$ cat src/rtl/hex_pkg.sv
// Shared seven-segment pattern constants (active-low, bit 7 = dp) and
// the frame-reader FSM state type.
package hex_pkg;

  localparam logic [7:0] SEG_0     = 8'hC0;
  localparam logic [7:0] SEG_1     = 8'hF9;
  localparam logic [7:0] SEG_2     = 8'hA4;
  localparam logic [7:0] SEG_3     = 8'hB0;
  localparam logic [7:0] SEG_4     = 8'h99;
  localparam logic [7:0] SEG_5     = 8'h92;
  localparam logic [7:0] SEG_6     = 8'h82;
  localparam logic [7:0] SEG_7     = 8'hF8;
  localparam logic [7:0] SEG_8     = 8'h80;
  localparam logic [7:0] SEG_9     = 8'h90;
  localparam logic [7:0] SEG_BLANK = 8'hFF;

  typedef enum logic [0:0] {
    ST_IDLE = 1'b0,
    ST_HOLD = 1'b1
  } state_t;

  // Two BCD digits (each 0..9) to binary; the result never exceeds 99.
  function automatic logic [6:0] bcd2_to_bin(input logic [3:0] tens, input logic [3:0] ones);
    logic [6:0] t;
    t = {3'b000, tens};
    return (t << 3) + (t << 1) + {3'b000, ones};
  endfunction

endpackage

$ cat src/rtl/seg_digit_decode.sv
// Active-low segment pattern back to a BCD digit; blank and illegal
// patterns report digit 0.
module seg_digit_decode
  import hex_pkg::*;
(
  input  logic [7:0] pat,
  output logic [3:0] digit,
  output logic       blank,
  output logic       illegal
);

  // Exact 8-bit match, so a lit dp makes the pattern illegal.
  always_comb begin
    digit   = 4'd0;
    blank   = 1'b0;
    illegal = 1'b0;
    case (pat)
      SEG_0:     digit = 4'd0;
      SEG_1:     digit = 4'd1;
      SEG_2:     digit = 4'd2;
      SEG_3:     digit = 4'd3;
      SEG_4:     digit = 4'd4;
      SEG_5:     digit = 4'd5;
      SEG_6:     digit = 4'd6;
      SEG_7:     digit = 4'd7;
      SEG_8:     digit = 4'd8;
      SEG_9:     digit = 4'd9;
      SEG_BLANK: blank = 1'b1;
      default:   illegal = 1'b1;
    endcase
  end

endmodule

$ cat src/rtl/hex_frame_reader.sv
// Samples six HEX buses, waits for a stable frame, decodes it into three
// two-digit fields and offers each new frame over valid/ready.
module hex_frame_reader
  import hex_pkg::*;
#(
  parameter int STABLE_CYC = 4,
  parameter int CW         = 8
) (
  input  logic       CK50M,
  input  logic       RST_N,
  input  logic [7:0] fr_HEX0,
  input  logic [7:0] fr_HEX1,
  input  logic [7:0] fr_HEX2,
  input  logic [7:0] fr_HEX3,
  input  logic [7:0] fr_HEX4,
  input  logic [7:0] fr_HEX5,
  input  logic       fr_ready,
  output logic       to_valid,
  output logic [6:0] to_val0,
  output logic [6:0] to_val1,
  output logic [6:0] to_val2,
  output logic       to_blank,
  output logic       to_err,
  output logic       to_ovf
);

  logic [47:0] hex_in_s, snap_r, last_r;
  logic [CW-1:0] cnt_r;
  logic          have_last_r, cand_s, load_s, drop_s;
  state_t        state_r, next_state_s;
  logic [3:0]    digit_s [6];
  logic [5:0]    blank_s, illegal_s;
  logic          all_blank_s, err_s;
  logic          valid_r, blank_r, err_r, ovf_r;
  logic [6:0]    val0_r, val1_r, val2_r;

  assign hex_in_s = {fr_HEX5, fr_HEX4, fr_HEX3, fr_HEX2, fr_HEX1, fr_HEX0};

  for (genvar g = 0; g < 6; g++) begin : g_dec
    seg_digit_decode u_dec (
      .pat     (snap_r[8*g +: 8]),
      .digit   (digit_s[g]),
      .blank   (blank_s[g]),
      .illegal (illegal_s[g])
    );
  end

  assign all_blank_s = &blank_s;
  assign err_s       = !all_blank_s && (|(blank_s | illegal_s));

  // Input snapshot and saturating stability counter; the counter restarts
  // whenever the incoming sample differs from the snapshot it replaces.
  always_ff @(posedge CK50M or negedge RST_N) begin
    if (!RST_N) begin
      snap_r <= 48'hFFFF_FFFF_FFFF;
      cnt_r  <= {CW{1'b0}};
    end else begin
      snap_r <= hex_in_s;
      if (hex_in_s != snap_r) begin
        cnt_r <= {CW{1'b0}};
      end else if (cnt_r != CW'(STABLE_CYC)) begin
        cnt_r <= cnt_r + {{(CW-1){1'b0}}, 1'b1};
      end else begin
        cnt_r <= cnt_r;
      end
    end
  end

  assign cand_s = (cnt_r == CW'(STABLE_CYC - 1)) && (!have_last_r || (snap_r != last_r));

  // FSM state register.
  always_ff @(posedge CK50M or negedge RST_N) begin
    if (!RST_N) state_r <= ST_IDLE;
    else        state_r <= next_state_s;
  end

  // FSM next state.
  always_comb begin
    next_state_s = state_r;
    case (state_r)
      ST_IDLE: begin
        if (cand_s) next_state_s = ST_HOLD;
        else        next_state_s = ST_IDLE;
      end
      ST_HOLD: begin
        if (fr_ready && !cand_s) next_state_s = ST_IDLE;
        else                     next_state_s = ST_HOLD;
      end
      default: next_state_s = ST_IDLE;
    endcase
  end

  // FSM actions: a held frame blocks new candidates unless it is being taken.
  always_comb begin
    load_s = 1'b0;
    drop_s = 1'b0;
    case (state_r)
      ST_IDLE: load_s = cand_s;
      ST_HOLD: begin
        if (cand_s) begin
          load_s = fr_ready;
          drop_s = !fr_ready;
        end else begin
          load_s = 1'b0;
          drop_s = 1'b0;
        end
      end
      default: begin
        load_s = 1'b0;
        drop_s = 1'b0;
      end
    endcase
  end

  // Output and last-frame registers.
  always_ff @(posedge CK50M or negedge RST_N) begin
    if (!RST_N) begin
      valid_r     <= 1'b0;
      val0_r      <= 7'd0;
      val1_r      <= 7'd0;
      val2_r      <= 7'd0;
      blank_r     <= 1'b0;
      err_r       <= 1'b0;
      ovf_r       <= 1'b0;
      have_last_r <= 1'b0;
      last_r      <= 48'h0;
    end else begin
      valid_r <= (next_state_s == ST_HOLD);
      if (load_s) begin
        val0_r      <= bcd2_to_bin(digit_s[1], digit_s[0]);
        val1_r      <= bcd2_to_bin(digit_s[3], digit_s[2]);
        val2_r      <= bcd2_to_bin(digit_s[5], digit_s[4]);
        blank_r     <= all_blank_s;
        err_r       <= err_s;
        have_last_r <= 1'b1;
        last_r      <= snap_r;
      end else begin
        have_last_r <= have_last_r;
        last_r      <= last_r;
      end
      if (drop_s) ovf_r <= 1'b1;
      else        ovf_r <= ovf_r;
    end
  end

  assign to_valid = valid_r;
  assign to_val0  = val0_r;
  assign to_val1  = val1_r;
  assign to_val2  = val2_r;
  assign to_blank = blank_r;
  assign to_err   = err_r;
  assign to_ovf   = ovf_r;

endmodule

$ cat config.mk
export PLATFORM = sky130hd
export DESIGN_NAME = hex_frame_reader
export DESIGN_NICKNAME = d
export VERILOG_FILES = /design/src/rtl/hex_pkg.sv /design/src/rtl/seg_digit_decode.sv /design/src/rtl/hex_frame_reader.sv
export SDC_FILE = /design/constraint.sdc
export NUM_CORES = 1
export LEC_CHECK = 0
export ABC_AREA = 1
export CORE_ASPECT_RATIO = 0.75
export CORE_UTILIZATION = 45
export CTS_BUF_LIST = sky130_fd_sc_hd__clkbuf_8
export CTS_CLUSTER_SIZE = 25
export DETAILED_ROUTE_END_ITERATION = 16
export GPL_ROUTABILITY_DRIVEN = 0
export PLACE_DENSITY_LB_ADDON = 0.08
export SLEW_MARGIN = 10
export SYNTH_ARGS = -nofsm -noshare
export SYNTH_HDL_FRONTEND = slang
export SYNTH_SLANG_ARGS = --single-unit
$ cat constraint.sdc
create_clock -name CK50M -period 6.77 [get_ports CK50M]
set_input_delay 2.031 -clock CK50M [delete_from_list [all_inputs] [get_ports CK50M]]
set_output_delay 2.031 -clock CK50M [all_outputs]
set_load 0.02 [all_outputs]
# Yosys cells after proc, flatten, opt, wreduce, memory -nomap -nowiden
# Cells that the tools add are included.
# op_classes
eq_ne	70
muxes	27
n_addsub	7
n_bitwise	2
n_reduce_logical	17
# ops
cell	n
8-bit equality test (second input constant)	66
4-bit one-hot mux with 9 select lines	6
48-bit inequality test	2
11-bit OR reduction	6
7-bit by 4-bit adder with 7-bit output	3
7-bit by 5-bit adder with 7-bit output	3
1-bit 2-to-1 mux	17
8-bit 2-to-1 mux	2
8-bit by 1-bit adder with 8-bit output (second input constant)	1
8-bit by 2-bit equality test with 1-bit output (second input constant)	1
8-bit by 3-bit inequality test with 1-bit output (second input constant)	1
6-bit OR	1
6-bit AND reduction	1
6-bit OR reduction	1
1-bit zero test	4
1-bit one-hot mux with 2 select lines	2
1-bit logical AND	3
2-bit nonzero test	1
1-bit logical OR	1
1-bit inverter	1
# word_totals
input_bits	51
elab_cells	134
regBits	130

# Logic depth before layout (Yosys ltp)
# Gate-level depths: netlist (run 1).
# depth
ltp_word	7
ltp_mapped	19

# Modules after synthesis
# A second synthesis (run 1) with hierarchy kept.
# hier_totals
hier_cells	1183
hier_area_um2	8495.6
# modules_own_cells
module	area_each_um2	cells_per_inst	instances	seq_area_each_um2
hex_frame_reader	6829.0	811	1	3313.2
seg_digit_decode	277.8	62	6	0.0

# Worst setup path after synthesis (run 1)
# No wires, ideal clock.
# synth_timing
path_type	input to register
from	input port fr_HEX4[5]
to	register cnt_r[2]
stages	8
t_required_ns	6.684
n_path_buf	0
setup_slack_ns	3.737
arrival_time_ns	2.947
setup_ns	0.086
cell_sequence	or2_2 > a21oi_1 > nand3_1 > nor2_1 > nand2_1 > nor2_1 > inv_1 > nor3_1
# synth_via
elab_chain_cells	2
word_cells_on_any_way	3
classes_between	eq/ne: 1; mux: 1; reduce/logical: 1
# synth_rtl
item	line_no	rtl
from (decl)	hex_frame_reader.sv:15	input logic [7:0] fr_HEX4,
48-bit inequality test (*)	hex_frame_reader.sv:59	if (hex_in_s != snap_r) begin
8-bit 2-to-1 mux / 2-bit nonzero test (equally long branches)	-	
to (signal assigned)	hex_frame_reader.sv:60	cnt_r <= {CW{1'b0}};
to (signal assigned)	hex_frame_reader.sv:62	cnt_r <= cnt_r + {{(CW-1){1'b0}}, 1'b1};
to (signal assigned)	hex_frame_reader.sv:64	cnt_r <= cnt_r;
to (decl)	hex_frame_reader.sv:28	logic [CW-1:0] cnt_r;
# Every way passes the cells marked *; elsewhere a longest branch is shown, timed or not.
# A chain may end at the register's enable or synchronous reset.

# Worst setup path after layout (run 1)
# layout_timing
from	input port fr_ready
to	register last_r[27]
# layout_via
elab_chain_cells	2
# layout_rtl
item	line_no	rtl
from (decl)	hex_frame_reader.sv:17	input logic fr_ready,
1-bit 2-to-1 mux	hex_frame_reader.sv:100	if (cand_s) begin
1-bit one-hot mux with 2 select lines	hex_frame_reader.sv:97	case (state_r)
to (signal assigned)	hex_frame_reader.sv:136	last_r <= snap_r;
to (signal assigned)	hex_frame_reader.sv:139	last_r <= last_r;
to (decl)	hex_frame_reader.sv:27	logic [47:0] hex_in_s, snap_r, last_r;
# No other way between the ends.

==> metrics.yaml, run 1 <==
final_layout:
  final_cell_mix: "nand2_1 (354), nor2_1 (144), inv_1 (122), dfrtp_1 (82), clkdlybuf4s50_1 (74)"
  mostFrequentLayoutCell: "nand2_1"
  drive_above_1_share_pct: 10.3
  final_util_pct: 54.1
  antenna_cells: 0
  fin_cells: 1396
  nets: 1225
  syn2layout_area_growth_pct: 16.7
route:
  drt-wirelength-per-cell_um: 12.8
  drc: 0
  drt_first_pass_iters: 5
  avgViaCountPerCell: 4.69
  drt.antenna.violating_nets: 0
  initialDrtViolationCount: 409
  routed_wl_um: 17900
  vias: 6552
power:
  power.density_nw_per_um2: 188
  peakVddDrop_mv: 0.111
  leakage_uw: 0.00442
  power_uw: 1730
die:
  core_um2: 17000
  io_pins: 76
  die_w_um: 155
  dieArea_um2: 18000
  die_y_um: 117
  std_cell_rows: 41
  initial_utilization_pct: 46.4
sta:
  period_share_pct: 57.7
  finalSetupViolCount: 0
  rsz0062_at_grt: "false"
  worst_pin_slew_ns: 1.08
  max_freq_mhz: 256
  worst_clock_skew_ns: 0.0193
  slew_violations: 0
  period_needed_ns: 3.91
  fin_setup_tns_ns: 0
  finalWorstSetupSlack_ns: 2.86
  finalHoldViolations: 0
  slew_headroom_pct: 27.9
critical_path:
  crit_type: "input pin to flop"
  startpoint: "fr_ready"
  arrival_ns: 4.25
  rr_startpoint: "snap_r[29]"
  end_kind: "flop"
  crit_path_max_fanout: 106
  required_ns: 7.11
  startpoint_type: "input pin"
outcome:
  status: "finished clean"
cts:
  tritoncts: "yes"
  root_buffer: "clkbuf_8"
  cts_buffers: 17
  clock_latency_ns: 0.46
  postCtsSetupRepairBufs: 0
  cts_max_level: 4
  ctsLongestPathBuffers: 2
  cts.sinks: 130
  clk_pin_slew_ns: 0.08
  cts_hold_buf: 0
  cts_resized: 0
job:
  maxCapViolations: 0
logic_synthesis:
  yosys_register_bits: 130
  ys_types: 42
  syn_inst: 1077
  yosysWarnings: 0
  synthesis.area_um2: 7880
  syn_area_per_cell_um2: 7.31
  synth_edf_count: 0
  synthFlopType: "dfrtp_1"
  yosysSeqAreaShare_pct: 42.1
  synthArstFlopShare_pct: 100
  synth_nets: 1155
placed_design:
  io_buffer_count: 75
  dp.cells: 1364
  dp_hpwl_um: 13500
  place_ws_ns: 2.37
grt:
  antenna_found_initial: 0
  grt_max_degree: 107
  grt_pass1_wl_um: 29200
  track_usage_pct: 21.2
  grt_use_met3_pct: 4.86
  grtUsageMet1_pct: 31.8
  busiest_layer: "met1"
  grt_pass1_vias: 5798
  gr-usage-met2_pct: 29.9
  overflow: 0
hold_path:
  hold_path.class: "flop to flop"
  min-delay-start: "have_last_r"
## metal layers
metal	up-vias	routed length [um]
met4	0	231
met3	18	852
met5	-	0
met1	2935	9530
li1	3466	-
met2	133	7240
## area by class of cell
cell class              count  area, um^2
clock buffers              17         234
inverters                 141         529
repair buffers             77         767
flip-flops and latches    130        3310
multi-input cells         780        3850
well taps                 236         295
fillers                  1676        7790
clock inverters            15         204
## worst paths after layout
check	endpoint	slack, ns	depth (start not counted)
min reg2reg	have_last_r	0.47	2
min in group asynchronous	to_val0[3]	1.59	1
max reg2reg	to_val1[5]	3.50	16
max	last_r[27]	2.86	7
min	have_last_r	0.47	2
max in group asynchronous	last_r[26]	4.02	2
## synth_stat cells (2+ instances only)
library cell    n  area (um^2)
nor3_1         20          100
ha_1           23          288
or2_2           5         31.3
nand3b_1        2         15.0
inv_1         122          458
xnor2_1        51          447
buf_2           9         45.0
clkbuf_2        3         15.0
nand4_1        13         81.3
nor2_2          6         37.5
nand2_2         3         18.8
a21oi_1         8         40.0
buf_8           2         30.0
nor2_1        144          541
o21ai_0        66          330
o21ai_2         2         17.5
inv_2          18         67.6
dfrtp_1        82         2050
fa_1            4         80.1
xor2_1         11         96.3
dfstp_2        48         1260
o22ai_1         5         31.3
nand2_1       354         1330
clkbuf_1        5         18.8
and2_1          4         25.0
o21ai_1         6         30.0
nand3_1        41          205
buf_6           6         67.6
## cells by family (layout without fill, tap and decap cells)
logic type	after synthesis	in the layout	share of synthesized area (%)
XOR/XNOR	62	62	6.90
AO/OA/AOI/OAI	92	92	6.23
flip-flops	130	130	42.1
AND/OR/NAND/NOR	599	599	31.1
buffers and inverters	167	250	9.06
adder cells (fa/ha/maj)	27	27	4.67
## sequential cells by signal, summed over array words and instances, names as in the netlist
| signal | cells |
|---|---|
| to_ovf | 1 |
| last_r | 48 |
| to_err | 1 |
| to_val2 | 7 |
| snap_r | 48 |
| cnt_r | 8 |
| to_blank | 1 |
| to_valid | 1 |
| to_val1 | 7 |
| to_val0 | 7 |
| have_last_r | 1 |
## report_power, final
part           internal (uW)  switching, uW
clock                    405            339
sequential               804           27.7
combinational           68.2           84.2
total                   1280            451
## critical path: stages
cell	delay, ns
clkdlybuf4s50_1	0.46
inv_1	0.04
nand2_1	0.13
nand3_4	0.80
buf_4	0.59
nand2_1	0.10
o21ai_0	0.07
## through the flow
| stage | hold slack (ns) | instance area (um^2) |
|---|---|---|
| 6_report | 0.466 | 9190 |
| 3_5_place_dp | 0.451 | 8750 |
| 4_1_cts | 0.472 | 9190 |
| 3_3_place_gp | 0.449 | 8750 |
| 2_1_floorplan | 0.434 | 7880 |
| 5_1_grt | 0.486 | 9190 |
No activity file was read; power rests on OpenSTA's default activity.
==> inputs of run 2 (changes only) <==
==> constraint.sdc (replaced) <==
create_clock -name CK50M -period 3.71 [get_ports CK50M]
set_input_delay 1.113 -clock CK50M [delete_from_list [all_inputs] [get_ports CK50M]]
set_output_delay 1.113 -clock CK50M [all_outputs]
set_load 0.02 [all_outputs]
==> run 2 against run 1 <==
Effect of this change: sequential share of layout area is 0.054 points lower; clock power grew 71%; die area did not move.
==> metrics.yaml, run 2 (synthesis results as in run 1) <==
outcome:
  status: "finished clean"
sta:
  finalHoldViolations: 0
  max_freq_mhz: 322
  worst_pin_slew_ns: 0.794
  worst_clock_skew_ns: 0.0145
  fin_setup_tns_ns: 0
  period_share_pct: 83.8
  finalSetupViolCount: 0
  rsz0062_at_grt: "false"
  period_needed_ns: 3.11
  slew_violations: 0
  slew_headroom_pct: 46.3
placed_design:
  dp.cells: 1366
  io_buffer_count: 75
  placed_area_um2: 8790
  dp_hpwl_um: 13700
route:
  avgViaCountPerCell: 4.69
  drt_first_pass_iters: 5
  vias: 6551
  initialDrtViolationCount: 453
  drt-wirelength-per-cell_um: 12.8
  routed_wl_um: 17900
  drc: 0
  drt.antenna.violating_nets: 0
hold_path:
  holdPathEnd: "have_last_r"
  hold_path.class: "flop to flop"
  min-delay-start: "have_last_r"
  whs_path_depth: 2
power:
  leakage_uw: 0.00441
  swShare_pct: 26.1
  power.density_nw_per_um2: 334
  p_comb_share_pct: 9.2
  p_switching_uw: 803
  pwr-share-seq_pct: 49.4
  peakVddDrop_mv: 0.188
  p_int_uw: 2270
  clkPwrFrac_pct: 41.5
critical_path:
  r2r_end: "to_val1[5]"
  startpoint_type: "flop"
  arrival_ns: 3.46
  rr_startpoint: "snap_r[29]"
  required_ns: 4.06
  end_kind: "flop"
  r2r_setup_slack_ns: 0.60
  ff2ff_path_depth: 16
  crit_type: "flop to flop"
  crit_path_max_fanout: 6
cts:
  cts_hold_buf: 0
  cts.sinks: 130
  cts_max_level: 4
  clock_latency_ns: 0.46
  postCtsSetupRepairBufs: 0
  tritoncts: "yes"
  clk_pin_slew_ns: 0.08
  cts_buffers: 17
  root_buffer: "clkbuf_8"
  cts_resized: 0
  ctsLongestPathBuffers: 2
final_layout:
  postLayoutCellArea_um2: 9210
  nets: 1227
  fin_cells: 1398
  top_regs: "last_r (48), snap_r (48), cnt_r (8)"
  antenna_cells: 0
  drive_above_1_share_pct: 10.3
  final_cell_mix: "nand2_1 (354), nor2_1 (144), inv_1 (123), dfrtp_1 (82), clkdlybuf4s50_1 (74)"
  mostFrequentLayoutCell: "nand2_1"
  syn2layout_area_growth_pct: 16.9
grt:
  overflow: 0
  track_usage_pct: 21.3
  antenna_found_initial: 0
  grt_max_degree: 82
  grt_pass1_wl_um: 29600
  grt_pass1_vias: 5844
die:
  die_w_um: 155
  std_cell_rows: 41
  dieArea_um2: 18000
  io_pins: 76
  core_um2: 17000
  die_y_um: 117
  initial_utilization_pct: 46.4
job:
  maxCapViolations: 0
-- run 2: how the worst max path moves through the flow --
stage,from,to,slack [ns]
finish,snap_r[29],to_val1[5],0.60
global placement,snap_r[29],to_val1[5],0.64
CTS,snap_r[29],to_val1[5],0.60
global route,snap_r[29],to_val1[5],0.25
detailed placement,snap_r[29],to_val1[5],0.60
floorplan,snap_r[26],to_val1[5],0.88
-- run 2: cell type report --
cell class,count,area (um^2)
Fill cell,1673,7770
Multi-Input combinational cell,780,3850
Sequential cell,130,3310
Timing Repair Buffer,79,807
Inverter,141,529
Tap cell,236,295
Clock buffer,18,248
Clock inverter,14,164
-- run 2: critical path, stage by stage (launching register included) --
cell,delay [ns]
dfstp_2,0.60
nand2_1,0.11
nor2_1,0.22
nand3_1,0.18
o2111ai_1,0.20
ha_1,0.29
or2_2,0.29
nand2_1,0.12
inv_1,0.06
ha_1,0.27
a21oi_1,0.06
nor2_1,0.08
nor2_1,0.05
nand3b_1,0.14
and2_1,0.17
o21ai_2,0.13
inv_2,0.04
-- run 2: routing by layer --
layer | wire length [um] | vias to the layer above | global-route usage [%]
met1 | 9700 | 2930 | 31.9
li1 | - | 3468 | -
met2 | 7270 | 140 | 31.3
met3 | 761 | 13 | 4.30
met5 | 0 | - | 0
met4 | 170 | 0 | 5.21
-- run 2: power groups by stage --
stage,registers (uW),logic (uW),clock network [uW]
detailed placement,1540,284,0
CTS,1520,285,1310
global placement,1540,284,0
global route,1520,319,1370
finish,1520,282,1270
floorplan,1520,164,0
-- run 2: per-stage QoR --
step                setup slack, ns  total power [uW]  utilization (%)  hold slack (ns)
CTS                           0.600              3110             54.2            0.472
global route                  0.250              3210             54.2            0.497
detailed placement            0.601              1830             51.8            0.451
finish                        0.600              3070             54.2            0.468
floorplan                     0.877              1680                -            0.434
global placement              0.637              1830             51.8            0.449
